<file path="src/rtl/byte_order_swapper_pkg.sv">
// Shared types and constants for the byte order swapper block.
// Mode encoding matches the 2-bit mode input driven by the bus side.
package byte_order_swapper_pkg;

    localparam int BYTE_W = 8;
    localparam int HALF_W = 16;

    typedef enum logic [1:0] {
        MODE_BYTE_REV  = 2'b00,
        MODE_HALF_SWAP = 2'b01,
        MODE_BIT_REV   = 2'b10,
        MODE_PASS      = 2'b11
    } mode_e;

endpackage

</file>
<file path="src/rtl/byte_order_mux.sv">
// Combinational word remapper: byte reverse, halfword swap, bit reverse or passthrough.
// Every mapping is pure wiring, so all four candidates are built and one is selected.
module byte_order_mux
    import byte_order_swapper_pkg::*;
#(
    parameter int WIDTH = 32
) (
    input  logic [WIDTH-1:0] in,
    input  mode_e            mode,
    output logic [WIDTH-1:0] out
);

    localparam int NUM_BYTES  = WIDTH / BYTE_W;
    localparam int NUM_HALVES = WIDTH / HALF_W;

    logic [WIDTH-1:0] byte_rev;
    logic [WIDTH-1:0] half_swap;
    logic [WIDTH-1:0] bit_rev;

    for (genvar k = 0; k < NUM_BYTES; k++) begin : g_byte
        assign byte_rev[k*BYTE_W +: BYTE_W] = in[(NUM_BYTES-1-k)*BYTE_W +: BYTE_W];
    end

    // Halfword order is reversed while bytes inside each halfword stay put.
    for (genvar h = 0; h < NUM_HALVES; h++) begin : g_half
        assign half_swap[h*HALF_W +: HALF_W] = in[(NUM_HALVES-1-h)*HALF_W +: HALF_W];
    end

    for (genvar i = 0; i < WIDTH; i++) begin : g_bit
        assign bit_rev[i] = in[WIDTH-1-i];
    end

    always_comb begin
        out = in;
        case (mode)
            MODE_BYTE_REV:  out = byte_rev;
            MODE_HALF_SWAP: out = half_swap;
            MODE_BIT_REV:   out = bit_rev;
            MODE_PASS:      out = in;
            default:        out = in;
        endcase
    end

endmodule

</file>
<file path="src/rtl/byte_order_swapper.sv">
// Registered endianness converter: one word per cycle, result visible the cycle after capture.
// Output holds its last value when no valid word arrives; out_valid follows in_valid.
module byte_order_swapper
    import byte_order_swapper_pkg::*;
#(
    parameter int               WIDTH     = 32,
    parameter logic [WIDTH-1:0] RESET_VAL = '0
) (
    input  logic             clk,
    input  logic             rst_n,
    input  logic             in_valid,
    input  logic [1:0]       mode,
    input  logic [WIDTH-1:0] in,
    output logic             out_valid,
    output logic [WIDTH-1:0] out
);

    mode_e            mode_sel;
    logic [WIDTH-1:0] swapped;

    logic [WIDTH-1:0] out_d, out_q;
    logic             out_valid_d, out_valid_q;

    assign mode_sel = mode_e'(mode);

    byte_order_mux #(
        .WIDTH (WIDTH)
    ) u_mux (
        .in   (in),
        .mode (mode_sel),
        .out  (swapped)
    );

    always_comb begin
        out_d       = out_q;
        out_valid_d = in_valid;
        if (in_valid) begin
            out_d = swapped;
        end
    end

    always_ff @(posedge clk or negedge rst_n) begin
        if (!rst_n) begin
            out_q       <= RESET_VAL;
            out_valid_q <= 1'b0;
        end else begin
            out_q       <= out_d;
            out_valid_q <= out_valid_d;
        end
    end

    assign out       = out_q;
    assign out_valid = out_valid_q;

endmodule

</file>
<file path="config.mk">
export PLATFORM = sky130hd
export DESIGN_NAME = byte_order_swapper
export DESIGN_NICKNAME = d
export VERILOG_FILES = /design/src/rtl/byte_order_swapper_pkg.sv /design/src/rtl/byte_order_mux.sv /design/src/rtl/byte_order_swapper.sv
export SDC_FILE = /design/constraint.sdc
export NUM_CORES = 1
export LEC_CHECK = 0
export ABC_CLOCK_PERIOD_IN_PS = 900
export BUFFER_PORTS_ARGS = -buffer_cell sky130_fd_sc_hd__buf_2
export CAP_MARGIN = 20
export CORE_MARGIN = 1
export CORE_UTILIZATION = 40
export CTS_BUF_LIST = sky130_fd_sc_hd__clkbuf_8
export CTS_CLUSTER_DIAMETER = 120
export CTS_CLUSTER_SIZE = 20
export DETAILED_ROUTE_END_ITERATION = 10
export SYNTH_ARGS = -nofsm -noshare
export SYNTH_HDL_FRONTEND = slang
export SYNTH_SLANG_ARGS = --single-unit
</file>
<file path="constraint.sdc">
create_clock -name clk -period 0.9 [get_ports clk]
set_clock_uncertainty 0.1 [all_clocks]
set_input_delay 0.18 -clock clk [delete_from_list [all_inputs] [get_ports clk]]
set_output_delay 0.18 -clock clk [all_outputs]
set_load 0.005 [all_outputs]
</file>
## Yosys cells after proc, flatten, opt, wreduce, memory -nomap -nowiden

Cells that the tools add are included.

| word-level totals | value |
|---|---|
| bits of input ports | 37 |
| register bits | 33 |
| output and inout port bits | 33 |

| operators by class | value |
|---|---|
| mux-type cells | 1 |
| reduce and logical (&&, ||, !) cells | 1 |
| equal/unequal tests | 3 |

Operators by type and width:

| cell | number |
|---|---|
| case mux 32 bit (4 select lines) | 1 |
| == test 2 bit (second input constant) | 2 |
| == test 2 x 1 -> 1 bit (second input constant) | 1 |
| zero test 2 bit | 1 |

## Longest topological paths before layout

| logic depth | value |
|---|---|
| depth in word-level cells | 2 |
| mapped depth | 5 |
| depth with buffers taken out | 3 |

## Cells and area by module

Synthesis repeated with hierarchy kept, for this count alone.

| unflattened totals | value |
|---|---|
| cell total of the unflattened synthesis | 109 |
| area, all modules | 2205.9 µm² |

Modules (own cells, without submodules):

| module | times used | sequential area each (µm²) | cells an instance | area each (µm²) |
|---|---|---|---|---|
| byte_order_swapper | 1 | 825.8 | 69 | 1370.1 |
| byte_order_mux | 1 | 0.0 | 40 | 835.8 |

## Worst setup path after synthesis

Ideal clock, no wire load.

| timing path | value |
|---|---|
| kind | input to register |
| from | input port mode[1] |
| to | register out_q[0] (netlist: out[0]) |
| data required time | 0.668 ns |
| cell stages on the path | 5 |
| path slack | -0.343 ns |
| arrival | 1.011 ns |
| cell sequence | buf_6 clkbuf_8 mux2_1 a22oi_2 o21ai_1 |

| on the way | value |
|---|---|
| cells in the longest elaborated chain, start to end | 2 |

Ends and longest elaborated chain:

| element | line | source |
|---|---|---|
| start, declared | byte_order_swapper.sv:12 | `input logic [1:0] mode,` |
| == test 2 bit, or another cell as far along | byte_order_mux.sv:35 | `case (mode)` |
| case mux 32 bit (4 select lines) * | byte_order_mux.sv:35 |  |
| end signal, assigned | byte_order_swapper.sv:47 | `out_q <= out_d;` |
| end, declared | byte_order_swapper.sv:21 | `logic [WIDTH-1:0] out_d, out_q;` |

Every way passes the cells marked *; elsewhere a longest branch is shown, timed or not.
A chain may end at the register's enable or synchronous reset.

## Worst setup path after layout

| timing path | value |
|---|---|
| from | register out_q[14] (netlist: out[14]) |
| to | output port out[14] |

RTL lines:

| element | line | source |
|---|---|---|
| end, declared | byte_order_swapper.sv:15 | `output logic [WIDTH-1:0] out` |

No word-level cell between the ends.

==> reports/results.env <==
RUN_STATUS='finished with violations'
FAILED_CHECKS='setup timing'
DETAILROUTE.VIA_COUNT=1931
YOSYS_REGISTER_BITS=33
DRT_ITER0_MARKERS=82
VIAS_PER_CELL=5.03
ROUTE.ANTENNA.REMAINING_NETS=0
CLOCK_PIN_SLEW_ON_THE_WORST_SETUP_AND_HOLD_PATHS_NS=0.07
WORST_HOLD_SLACK_NS=0.177
TRITONCTS='done'
CRITICAL_PATH.REG2REG.STARTPOINT='out[7]'
CTSLONGESTPATHBUFFERS=2
WORST_EP_REQUIRED_TIME_NS=0.62
FIRST_PASS_GRT_WIRE_LENGTH_UM=9960
MIN_PERIOD_OVER_PERIOD_PCT=123
GRT_PASS1_VIAS=1940
GRT_START_MAX_NET_PINS=34
CLKLATENCYLATEPIN_NS=0.29
CLOCKROOTBUFFER='clkbuf_8'
YOSYS.AREA.TOP_TYPE='dfrtp_1'
PLACE.GP.CONGESTION=0.775
MOST-COMMON-LAYOUT-CELLS='buf_2, mux2_4, dfrtp_1'
CAP_VIOL_MAX_COUNT=0
CRITPATHLAUNCH='out[14]'
PLACE_HPWL_UM=4080
POWER_TOTAL_W=0.00445
TIMING.HOLD.WORST.START='in_valid'
FINISH.NET_COUNT=345
DESIGN.DIE.AREA_MM2=0.00664
SYNTH.CELL_AREA_MM2=0.00253
FINALHOLDVIOLCOUNT=0
POSTPLACECELLAREA_MM2=0.00305
CTS-BUFFERS-INSERTED=5
POWER_DENSITY_mW_PER_MM2=1270
YOSYS_WARNINGS=0
FILLCELLCOUNT=534
CRIT_PATH_CELL_TRACE='buf_2'
GRT-OVFL-TOTAL=0
CTS_HTREE_LEVELS=2
TIGHTESTPINTRANSITION_NS=0.199
GRT_USE_TOTAL_PCT=20.4
SYNTH.YOSYS.SEQ_AREA_SHARE_PCT=32.7
SYNTHDISTINCTLIBCELLS=16
DIE_HEIGHT_UM=81.5
NUMBER_OF_PINS_WITH_NEGATIVE_MAX_SLEW_SLACK_IN_THE_FINAL_REPORT=0
CRIT_BUF_INV=1
CRITICAL_PATH_STARTPOINT_CATEGORY='flop'
SYNTHTOPCELLSBYAREA='dfrtp_1, mux2_4, a22oi_2, mux2_1, o21ai_1'
SYNTH_FP_NETS=250
PEAKVDDDROP_mV=0.639
SITE_ROWS=28
CTS_SINKS=33
SYNTHDOMINANTCELLAREASHARE_PCT=32.7
ACHIEVABLE-FREQUENCY_MHz=901
PRECTSSETUPSLACK_NS=-0.520
R2R_SETUP_SLACK_NS=-0.04
AREAGROWTHSYNTHTOFINISH_PCT=38.7
FINISH.INSTANCE_AREA_MM2=0.00351
UNREPAIRED_SETUP_ENDPOINTS_AFTER_GLOBAL_ROUTING='yes'
FINAL_PERIOD_MINUS_WORST_SETUP_SLACK_NS=1.11
CRITPATHMAXSTAGEDELAY_NS=0.40
END_KIND='output pin'
SYNTH_CELLS=213
COREAREA_MM2=0.00603
CRIT_PATH_MAX_FANOUT=2
ROUTE.DETAILED.DRC=0
WORST_PATH_MAX_DELAY_CELL='dfrtp_1'
NUMBER_OF_ANTENNA_VIOLATIONS_AT_THE_FIRST_CHECK_IN_GLOBAL_ROUTING=0
WL_PER_CELL_UM=16.0
CRIT_FAMILY='flip-flops'
LAYOUT-DRIVE-GT1-SHARE_PCT=64.1
DRT-PASS1-ITER-COUNT=4
DIE_W_UM=81.5
POST-ROUTE-WORST-SETUP-SLACK_NS=-0.210
TIMING.FINAL.SETUP_VIOLATIONS=58
LAYOUT_COMMONEST_CELL='buf_2'
TIMING.MAX_SLEW.REL_SLACK_PCT=86.8
CRITICAL_PATH_ARRIVAL_NS=0.83
PATH_CLASS='reg2out'
POSTSYNTHAREAPERCELL_UM2=11.9
FLOORPLAN.IO_PINS=70
PORTBUFFERS=69
CELLLEAKAGEPOWER_nW=1.73
ANTENNA_CELLS_INSERTED=0
HOLDCRITPATHCLASS='in2reg'
ROUTED_WIRELENGTH_UM=6160
INITIAL_CORE_UTIL_PCT=42.0
-- registers in the layout, indices dropped and copies added, names as in the netlist --
register	count
out	32
out_valid	1
-- metal layers --
layer,share of wire (%),GRT usage (%)
met3,4.8,4.89
met4,0.91,6.43
met1,46,26.5
met2,48,33.1
met5,0,0
-- final cells by class --
cell class	count	area [µm²]	share of cell area, %
clock inverters	3	17.5	0.499
inverters	32	120	3.42
multi-input cells	130	1490	42.5
clock buffers	5	68.8	1.96
well taps	75	93.8	2.67
flip-flops and latches	33	826	23.5
repair buffers	106	891	25.4
-- where the power goes --
part	internal [W]	total (W)	switching, W	leakage [nW]
combinational	0.000905	0.00155	0.000645	1.28
sequential	0.00166	0.00176	0.0000930	0.403
clock	0.000534	0.00115	0.000612	0.0439
-- path summary, 6_finish.rpt --
path	endpoint	cells past startpoint
worst min-delay path	out_valid	2
max in group asynchronous	out[27]	3
min in group asynchronous	out[5]	3
worst min register to register	out[29]	2
worst max-delay path	out[14]	1
worst max register to register	out[7]	4
-- stage by stage --
stage | cells | setup TNS (ns) | utilization, %
floorplan | 213 | -9.12 | -
global placement | 354 | -14.60 | 50.6
detailed placement | 354 | -15.33 | 50.6
CTS | 378 | -8.60 | 57.5
global route | 384 | -10.38 | 58.2
finish | 384 | -8.72 | 58.2
-- cell usage after synthesis --
library cell  count
mux2_4           32
buf_4             6
clkbuf_8          3
a22oi_2          30
inv_1            32
buf_6             1
mux2_2            4
o21ai_1          32
clkbuf_1          3
mux2_1           28
a22oi_1           2
buf_2             2
buf_12            3
and2_1            1
dfrtp_1          33
nor2b_1           1
-- logic make-up after synthesis --
| family | Yosys count | share of synthesized area [%] |
|---|---|---|
| simple gates | 2 | 0.495 |
| mux | 64 | 33.3 |
| compound gates | 64 | 21.8 |
| buf+inv | 50 | 11.8 |
| flops | 33 | 32.7 |
-- timing repair --
| item | in CTS | in global routing |
|---|---|---|
| gates resized for setup | 24 | 13 |
| pin swaps | 10 | 9 |
| hold buffers | 1 | 0 |
| buffers inserted | 10 | 9 |
| gates cloned | 6 | 0 |
| endpoints found under the setup margin | 65 | 61 |
| endpoints found under the hold margin | 33 | 0 |
No activity file was read; power rests on OpenSTA's default activity.
